--- src/rtl/conv_out_collector_pkg.sv ---
// ----------------------------------------------------------------------------
// conv_out_collector_pkg
// Geometry and word-length constants shared by the BWN conv layer and the
// output collector, so both ends of the stream always agree on frame shape.
//   IWL/OWL  : conv output word length / activated output word length
//   IMG_W/H  : input image size (IMG_W is also the conv line-buffer length)
//   LAT      : cycles from conv pixel accept to its window sum on the bus
//   N_OUT    : number of valid 3x3 windows per frame
//   AW       : feature-map write-address width (2**AW >= N_OUT)
// ----------------------------------------------------------------------------
package conv_out_collector_pkg;

    localparam int IWL   = 16;
    localparam int OWL   = 8;
    localparam int IMG_W = 17;
    localparam int IMG_H = 17;
    localparam int LAT   = 2;
    localparam int N_OUT = (IMG_W - 2) * (IMG_H - 2);
    localparam int AW    = 9;

    // Column / row counter widths.
    localparam int CW = $clog2(IMG_W);
    localparam int RW = $clog2(IMG_H);

    typedef enum logic [1:0] {
        ST_IDLE = 2'd0,
        ST_RUN  = 2'd1,
        ST_DONE = 2'd2
    } state_e;

endpackage

--- src/rtl/conv_out_collector_if.sv ---
// ----------------------------------------------------------------------------
// conv_out_collector_if
// Stream-in / RAM-write-out bundle of the collector.
//   iSTART   : stream-active qualifier (same net as the conv layer's)
//   iDATA    : conv layer window sum, signed IWL
//   oWR_EN   : feature-map RAM write strobe
//   oWR_ADDR : raster-order write address
//   oWR_DATA : activated, saturated result, signed OWL
//   oBUSY    : frame in progress
//   oDONE    : one-cycle pulse on the last write of a frame
// Modports: slave = collector side, master = stream source / RAM observer.
// ----------------------------------------------------------------------------
interface conv_out_collector_if;
    import conv_out_collector_pkg::*;

    logic                  iSTART;
    logic signed [IWL-1:0] iDATA;
    logic                  oWR_EN;
    logic [AW-1:0]         oWR_ADDR;
    logic signed [OWL-1:0] oWR_DATA;
    logic                  oBUSY;
    logic                  oDONE;

    modport slave (
        input  iSTART, iDATA,
        output oWR_EN, oWR_ADDR, oWR_DATA, oBUSY, oDONE
    );

    modport master (
        output iSTART, iDATA,
        input  oWR_EN, oWR_ADDR, oWR_DATA, oBUSY, oDONE
    );

endinterface

--- src/rtl/conv_out_collector_sat_relu.sv ---
// ----------------------------------------------------------------------------
// conv_out_collector_sat_relu
// Combinational activation: optional ReLU followed by signed saturation from
// IW bits down to OW bits. No fractional shift. Reusable at the pooling stage.
//   din  : signed IW-bit input
//   dout : signed OW-bit output, clamped to [-(2**(OW-1)), 2**(OW-1)-1]
// ----------------------------------------------------------------------------
module conv_out_collector_sat_relu #(
    parameter int IW   = 16,
    parameter int OW   = 8,
    parameter bit RELU = 1'b1
) (
    input  logic signed [IW-1:0] din,
    output logic signed [OW-1:0] dout
);

    localparam logic signed [IW-1:0] MAXV = IW'((2 ** (OW - 1)) - 1);
    localparam logic signed [IW-1:0] MINV = IW'(-(2 ** (OW - 1)));

    logic signed [IW-1:0] relu_v;

    always_comb begin
        // NOTE: every output gets a default before any branch so no path
        // leaves it unassigned; otherwise synthesis infers a latch.
        relu_v = din;
        dout   = '0;
        if (RELU && din[IW-1]) begin
            relu_v = '0;
        end
        if (relu_v > MAXV) begin
            dout = MAXV[OW-1:0];
        end else if (relu_v < MINV) begin
            dout = MINV[OW-1:0];
        end else begin
            dout = relu_v[OW-1:0];
        end
    end

endmodule

--- src/rtl/conv_out_collector.sv ---
// ----------------------------------------------------------------------------
// conv_out_collector
// Sink end of the BWN 3x3 convolution stream. Tracks the image position of
// the window sum currently on iDATA, drops pipeline-fill and row-wrap windows
// (row < 2 or col < 2), activates/saturates the rest and writes them in raster
// order to the next layer's feature-map RAM. oDONE pulses with the last write.
//   iCLK : clock
//   iRST : synchronous reset, active-high
//   bus  : slave modport (iSTART/iDATA in, RAM write and status out)
// Parameter RELU selects ReLU before saturation.
// ----------------------------------------------------------------------------
module conv_out_collector
    import conv_out_collector_pkg::*;
#(
    parameter bit RELU = 1'b1
) (
    input  logic                 iCLK,
    input  logic                 iRST,
    conv_out_collector_if.slave  bus
);

    localparam logic [CW-1:0] COL_LAST  = CW'(IMG_W - 1);
    localparam logic [RW-1:0] ROW_LAST  = RW'(IMG_H - 1);
    localparam logic [CW-1:0] COL_FIRST = CW'(2);
    localparam logic [RW-1:0] ROW_FIRST = RW'(2);

    logic [LAT-1:0]        vld_pipe;
    logic                  vld_d;
    logic [CW-1:0]         col;
    logic [RW-1:0]         row;
    logic [AW-1:0]         wcnt;
    logic                  wr_hit;
    logic                  last_hit;
    logic signed [OWL-1:0] act_data;
    state_e                state, state_nxt;

    // The pipe shifts every cycle (not only on accepts) so that after a pause
    // its tap still lines up with the window sum the conv layer emits.
    assign vld_d    = vld_pipe[LAT-1];
    assign wr_hit   = vld_d && (row >= ROW_FIRST) && (col >= COL_FIRST);
    assign last_hit = wr_hit && (row == ROW_LAST) && (col == COL_LAST);

    conv_out_collector_sat_relu #(
        .IW   (IWL),
        .OW   (OWL),
        .RELU (RELU)
    ) u_sat_relu (
        .din  (bus.iDATA),
        .dout (act_data)
    );

    always_comb begin
        state_nxt = state;
        case (state)
            ST_IDLE: if (bus.iSTART) state_nxt = ST_RUN;
            ST_RUN:  if (last_hit)   state_nxt = ST_DONE;
            ST_DONE: state_nxt = ST_IDLE;
            default: state_nxt = ST_IDLE;
        endcase
    end

    // NOTE: sequential state uses non-blocking assignments so every register
    // samples pre-edge values; blocking here makes results order-dependent.
    always_ff @(posedge iCLK) begin
        if (iRST) begin
            state        <= ST_IDLE;
            vld_pipe     <= '0;
            col          <= '0;
            row          <= '0;
            wcnt         <= '0;
            bus.oWR_EN   <= 1'b0;
            bus.oWR_ADDR <= '0;
            bus.oWR_DATA <= '0;
            bus.oBUSY    <= 1'b0;
            bus.oDONE    <= 1'b0;
        end else begin
            state       <= state_nxt;
            vld_pipe[0] <= bus.iSTART;
            for (int i = 1; i < LAT; i++) begin
                vld_pipe[i] <= vld_pipe[i-1];
            end

            // Position of the window on iDATA; the wrap at the bottom-right
            // corner is what restarts the next frame at (0,0).
            if (vld_d) begin
                if (col == COL_LAST) begin
                    col <= '0;
                    row <= (row == ROW_LAST) ? '0 : row + 1'b1;
                end else begin
                    col <= col + 1'b1;
                end
            end

            bus.oWR_EN <= wr_hit;
            if (wr_hit) begin
                bus.oWR_ADDR <= wcnt;
                bus.oWR_DATA <= act_data;
                wcnt         <= last_hit ? '0 : wcnt + 1'b1;
            end

            bus.oBUSY <= (state_nxt != ST_IDLE);
            bus.oDONE <= (state == ST_RUN) && last_hit;
        end
    end

endmodule

--- src/flat_wrapper.sv ---
// flat-port wrapper written by rule: the top's interface ports become plain ports
module conv_out_collector_flat import conv_out_collector_pkg::*;
#(
    parameter bit RELU = 1'b1
)
  (iCLK, iRST, bus_iSTART, bus_iDATA, bus_oWR_EN, bus_oWR_ADDR, bus_oWR_DATA, bus_oBUSY, bus_oDONE);
  conv_out_collector_if bus_i ();
  input  logic iCLK;
  input  logic iRST;
  input wire logic [$bits(bus_i.iSTART)-1:0] bus_iSTART;
  input wire logic [$bits(bus_i.iDATA)-1:0] bus_iDATA;
  output wire logic [$bits(bus_i.oWR_EN)-1:0] bus_oWR_EN;
  output wire logic [$bits(bus_i.oWR_ADDR)-1:0] bus_oWR_ADDR;
  output wire logic [$bits(bus_i.oWR_DATA)-1:0] bus_oWR_DATA;
  output wire logic [$bits(bus_i.oBUSY)-1:0] bus_oBUSY;
  output wire logic [$bits(bus_i.oDONE)-1:0] bus_oDONE;
  assign bus_i.iSTART = bus_iSTART;
  assign bus_i.iDATA = bus_iDATA;
  assign bus_oWR_EN = bus_i.oWR_EN;
  assign bus_oWR_ADDR = bus_i.oWR_ADDR;
  assign bus_oWR_DATA = bus_i.oWR_DATA;
  assign bus_oBUSY = bus_i.oBUSY;
  assign bus_oDONE = bus_i.oDONE;
  conv_out_collector #(.RELU(RELU)) u_core (.iCLK(iCLK), .iRST(iRST), .bus(bus_i));
endmodule
--- config.mk ---
export PLATFORM = sky130hd
export DESIGN_NAME = conv_out_collector_flat
export DESIGN_NICKNAME = d
export VERILOG_FILES = /design/src/rtl/conv_out_collector_pkg.sv /design/src/rtl/conv_out_collector_if.sv /design/src/rtl/conv_out_collector_sat_relu.sv /design/src/rtl/conv_out_collector.sv /design/src/flat_wrapper.sv
export SDC_FILE = /design/constraint.sdc
export NUM_CORES = 1
export LEC_CHECK = 0
export ABC_CLOCK_PERIOD_IN_PS = 1650
export CORE_UTILIZATION = 47
export CTS_CLUSTER_SIZE = 40
export DETAILED_ROUTE_END_ITERATION = 16
export PLACE_DENSITY = 0.76
export SLEW_MARGIN = 10
export SYNTH_ARGS = -nofsm -noshare
export SYNTH_HDL_FRONTEND = slang
export SYNTH_HIERARCHICAL = 1
export SYNTH_SLANG_ARGS = --single-unit
--- constraint.sdc ---
create_clock -name iCLK -period 1.65 [get_ports iCLK]
set_input_delay 0.2475 -clock iCLK [delete_from_list [all_inputs] [get_ports iCLK]]
set_output_delay 0.2475 -clock iCLK [all_outputs]
set_load 0.02 [all_outputs]
Yosys cells after proc, flatten, opt, wreduce, memory -nomap -nowiden
Cells that the tools add are included.
- input bits: 19
- register bits after elaboration: 43
- word-level logic and storage cells: 37
- add/sub/neg operators: 3
- $lt $le $gt $ge: 4
- reduce and logical (&&, ||, !) cells: 8
- muxes and demuxes: 9
- equality and inequality tests: 3
- operators by type and width (operator ; count):
    $gt 16x8->1 const B ; 1
    $lt 16x8->1 const B ; 1
    $mux 8 ; 2
    $mux 15 ; 1
    $add 5x1->5 const B ; 2
    $eq 5x5->1 const B ; 2
    $ge 5x2->1 const B ; 2
    $mux 5 ; 2
    $add 9x1->9 const B ; 1
    $mux 9 ; 1
    $logic_and 1x1->1 ; 5
    $mux 2 ; 2
    $pmux 2 s2 ; 1
    $eq 2x1->1 const B ; 1
    $logic_not 2->1 ; 1
    $reduce_and 2->1 ; 1
    $reduce_bool 2->1 ; 1

Longest topological paths before layout
- depth in word-level cells: 8
- depth in mapped cells: 8
- depth with buffers taken out: 6

By module
Netlist, hierarchy kept.
- modules (own cells, without submodules) (module ; instances ; cells each ; area an instance (µm²)):
    conv_out_collector ; 1 ; 207 ; 2013.2
    conv_out_collector_sat_relu ; 1 ; 18 ; 106.4

Worst setup path before layout
OpenSTA, ideal clock, no wires.
- kind: register -> register
- start point: register u_core.col[0]
- end point: register u_core.wcnt[2]
- arrival: 1623 ps
- setup time: 70 ps
- stages on the path, launching flop included: 9
- slack: -43 ps
- required time: 1580 ps
- path through: dfxtp_1 -> inv_1 -> ha_1 -> and4bb_1 -> and2_1 -> buf_2 -> a41o_1 -> buf_2 -> a21oi_1
- cells in the longest elaborated chain, start to end: 5
- ends and longest elaborated chain (item ; RTL line ; RTL):
    start, declared ; conv_out_collector.sv:29 ; logic [CW-1:0] col;
    start signal, assigned ; conv_out_collector.sv:90 ; col <= col + 1'b1;
    $ge 5x2->1 ; conv_out_collector.sv:40 ; assign wr_hit = vld_d && (row >= ROW_FIRST) && (col >= COL_FIRST);
    $logic_and 1x1->1 ; conv_out_collector.sv:40 ;
    $logic_and 1x1->1 (2 in series) ; conv_out_collector.sv:41 ; assign last_hit = wr_hit && (row == ROW_LAST) && (col == COL_LAST);
    $mux 9 ; conv_out_collector.sv:98 ; wcnt <= last_hit ? '0 : wcnt + 1'b1;
    end signal, assigned ; conv_out_collector.sv:98 ;
    end, declared ; conv_out_collector.sv:31 ; logic [AW-1:0] wcnt;
Parallel ways exist; a longest one is shown, timed or not.
A chain may end at the register's enable or synchronous reset.

Worst setup path in the final report
- start point: register u_core.col[0]
- end point: register u_core.wcnt[1]
The elaborated chain is that of the path after synthesis.

==> metrics.md <==
| Metric | Value |
|---|---|
| Status | `finished, violations left` |
| Failing checks | `negative setup slack` |
| N_diodes | `0` |
| Top delay family on crit path | `simple AND/OR/NAND/NOR gates` |
| Cts bufs inserted | `5` |
| Max Freq | `about 0.60 GHz` |
| Largest net degree at the start of global routing | `50` |
| Crit path max fanout | `6` |
| Max stage delay cell, worst path | `or4_4` |
| Leakage | `between 1 and 1.5 nW` |
| Synth Cell Area | `2120 um^2` |
| Measured slew at the worst slew-check pin | `0.6191 ns` |
| Fin. Hold Viols | `0` |
| Die area | `about 4800 um^2` |
| Sw frac | `0.2206` |
| Top Metal Used | `met4` |
| Critical Path Start Type | `flop` |
| Metal-1 WL | `2013 um` |
| Synth Warn # | `6` |
| FF+latch count, synth | `43` |
| Routed wl met2 | `2044 um` |
| Number of global-route vias before repair | `~1600` |
| CP Buf/Inv Count | `2` |
| Via density | `between 5 and 6` |
| Worst setup path class | `flop to flop` |
| Worst-Skew Late Latency | `0.29 ns` |
| Hpwl dp | `2885 um` |
| Routed len/inst | `about 13 um` |
| Dpl cells | `314` |
| RePlAce Congestion | `0.7494` |
| Gate Count Post-Synth | `225` |
| Count of different cell masters after synthesis | `40` |
| Die height | `about 69 um` |
| Post-route setup slack | `-0.009228 ns` |
| Period utilization | `1.006` |
| CTS tree | `built` |
| Core Util, Final | `0.6434` |
| Number of synthesized flops with an enable pin | `0` |
| Die X | `approximately 69 um` |
| RSZ-0062 raised after global routing | `true` |
| Worst-case clock buffer depth | `2` |
| Met3 wire length | `around 180 um` |
| Total gr overflow | `0` |
| Clock slew at reported path FFs | `roughly 0.07 ns` |
| P_sw | `a little over 0.0004 W` |
| Area grow syn2layout | `32.17%` |
| Cts hold-fix bufs | `0` |
| Fin. max-slew vios | `0` |
| Syn Nets | `between 200 and 300` |
| Most common cell after layout, fill and taps aside | `dfxtp_1` |
| Post-route ant nets | `0` |
| Rows | `24` |
| Hold WS | `approximately 0.45 ns` |
| Iter 0 DRT Violations | `69` |
| First-pass GRT wire length | `~7200 um` |
| All-layer global routing usage | `0.1829` |
| Max stage delay on crit path | `approximately 0.42 ns` |
| CTS HTree Levels | `2` |
| # DRC | `0` |
| Final count of negative-setup-slack endpoints | `1` |
| Skew final | `around 0.0086 ns` |
| Slew HR | `0.5839` |
| CP endpoint kind | `flop` |
| Via Count | `between 1500 and 2000` |
| Hold Crit Class | `flop to flop` |
| Logic pwr share | `0.081` |
| Non-filler cells, final | `328` |
| Ys flop type | `dfxtp_1` |
| Number of I/O pins | `39` |
| Power density over cell area | `652.9 nW/um^2` |
| Total Nets Final | `around 300` |
| Mean area per synthesized cell | `~9.4 um^2` |
| Async SR Flop Fraction | `0` |
| Worst IR Drop VDD | `a little over 0.0005 V` |
| Seq pwr share | `0.573` |
| Routed WL | `between 4000 and 5000 um` |
| Worst endpoint required time | `approximately 1.9 ns` |
| Starting Density | `0.4868` |
| Crit-path cells | `inv_2 -> ha_2 -> or4_4 -> nor2_4 -> buf_6 -> or2_4 -> mux2i_1` |
| Seq/Total Area, Yosys | `0.4061` |
| Int Power | `0.001426 W` |
| DRT Pass-1 Iters | `4` |
| Buffers on Ports | `38` |
| Clock share of power | `0.346` |
| Max_cap viols | `0` |
| Root buf cell | `clkbuf_8` |
| Core ar. | `between 4000 and 5000 um^2` |
| Layout cells sized above 1 | `0.2790` |
| Highest-count cells in the layout ignoring fill and taps | `dfxtp_1, clkdlybuf4s50_1, a21oi_1` |
| Critical path data arrival time | `between 1.5 and 2 ns` |
| Initial antenna violation count | `0` |
| Tmin final | `1.659 ns` |
| CTS Sinks | `43` |
## cell usage after synthesis, types with 6 or more instances
cell     instances  area share
dfxtp_1         43        0.41
a21oi_1         17       0.040
or3b_2          16       0.066
inv_1           12       0.021
o21ai_1         10       0.024
a21oi_2          9       0.037
nor2_1           9       0.016
o21ai_2          9       0.037
buf_2            8       0.019
or4_1            8       0.028
a31oi_1          7       0.021
ha_1             7       0.041
o31ai_1          7       0.025
xor2_1           6       0.025
## cells by family (layout without fill, tap and decap cells)
kind of cell,count (synthesis),count (layout),synth area share
AND/OR/NAND/NOR,72,72,0.2332
AO/OA/AOI/OAI,62,62,0.1995
flip-flops,43,43,0.4061
buffers and inverters,30,81,0.07555
XOR/XNOR,8,8,0.03306
adder cells (fa/ha/maj),7,7,0.04132
multiplexers,2,2,0.009445
other,1,1,0.001769
## what timing repair did
item                                    4_1_cts  5_1_grt
cloned                                        3        0
endpoints found under the setup margin       31       33
gates resized for setup                      12        3
setup buffers                                 3        0
pin swaps                                    15        5
## area by class of cell
type / count / area (um^2)
Inverter: 12 / 45.04
Multi-Input combinational cell: 152 / 1121
Clock buffer: 7 / 76.32
Fill cell: 373 / 1553
Timing Repair Buffer: 61 / 625.6
Clock inverter: 1 / 5.005
Tap cell: 52 / 65.06
Sequential cell: 43 / 863.3
## worst paths after layout
path         slack (ns)                           to  cells after the start                  startpoint
max              -0.009  u_core/wcnt[1]$_SDFFE_PP0P_                      7  u_core/col[0]$_SDFFE_PP0P_
min                0.45   u_core/state[1]$_SDFF_PP0_                      1  u_core/state[1]$_SDFF_PP0_
max reg2reg      -0.009  u_core/wcnt[1]$_SDFFE_PP0P_                      7  u_core/col[0]$_SDFFE_PP0P_
min reg2reg        0.45   u_core/state[1]$_SDFF_PP0_                      1  u_core/state[1]$_SDFF_PP0_
## worst register-to-register path: stages (launching register included)
cell	delay, ns
dfxtp_2	0.33
inv_2	0.04
ha_2	0.16
or4_4	0.42
nor2_4	0.19
buf_6	0.13
or2_4	0.15
mux2i_1	0.17
## per-stage QoR
step | total power, W | TNS, ns | cell area (um^2) | setup WS [ns]
finish | 0.001829 | -0.009228 | 2801 | -0.009228
floorplan | 0.001134 | 0 | 2125 | 0.003859
detailed placement | 0.001207 | -2.087 | 2618 | -0.1876
CTS | 0.001849 | -0.1409 | 2785 | -0.02450
global placement | 0.001205 | -1.473 | 2618 | -0.1735
global route | 0.001901 | -1.601 | 2801 | -0.09500
## power by group through the flow
stage | Combinational [W] | Clock (W) | Sequential [W]
after floorplan | 0.0000587 | 0 | 0.00107
after global placement | 0.000133 | 0 | 0.00107
after detailed placement | 0.000133 | 0 | 0.00107
after CTS | 0.000148 | 0.000652 | 0.00105
after global routing | 0.000160 | 0.000692 | 0.00105
final | 0.000148 | 0.000632 | 0.00105
## registers in the layout, indices dropped and copies added, names as in the netlist
| signal | count |
|---|---|
| u_core/bus.oWR_DATA | 8 |
| u_core/bus.oDONE | 1 |
| u_core/bus.oBUSY | 1 |
| u_core/vld_pipe | 2 |
| u_core/bus.oWR_ADDR | 9 |
| u_core/row | 5 |
| u_core/col | 5 |
| u_core/wcnt | 9 |
| u_core/state | 2 |
| u_core/bus.oWR_EN | 1 |
## metal layers
| layer | vias to the layer above | track usage |
|---|---|---|
| met5 | - | 0 |
| met4 | 0 | 0.08163 |
| met3 | 6 | 0.03801 |
| met2 | 33 | 0.3096 |
| met1 | 794 | 0.2222 |
| li1 | 910 | - |
Note: power is estimated with default switching activity, not from simulation.
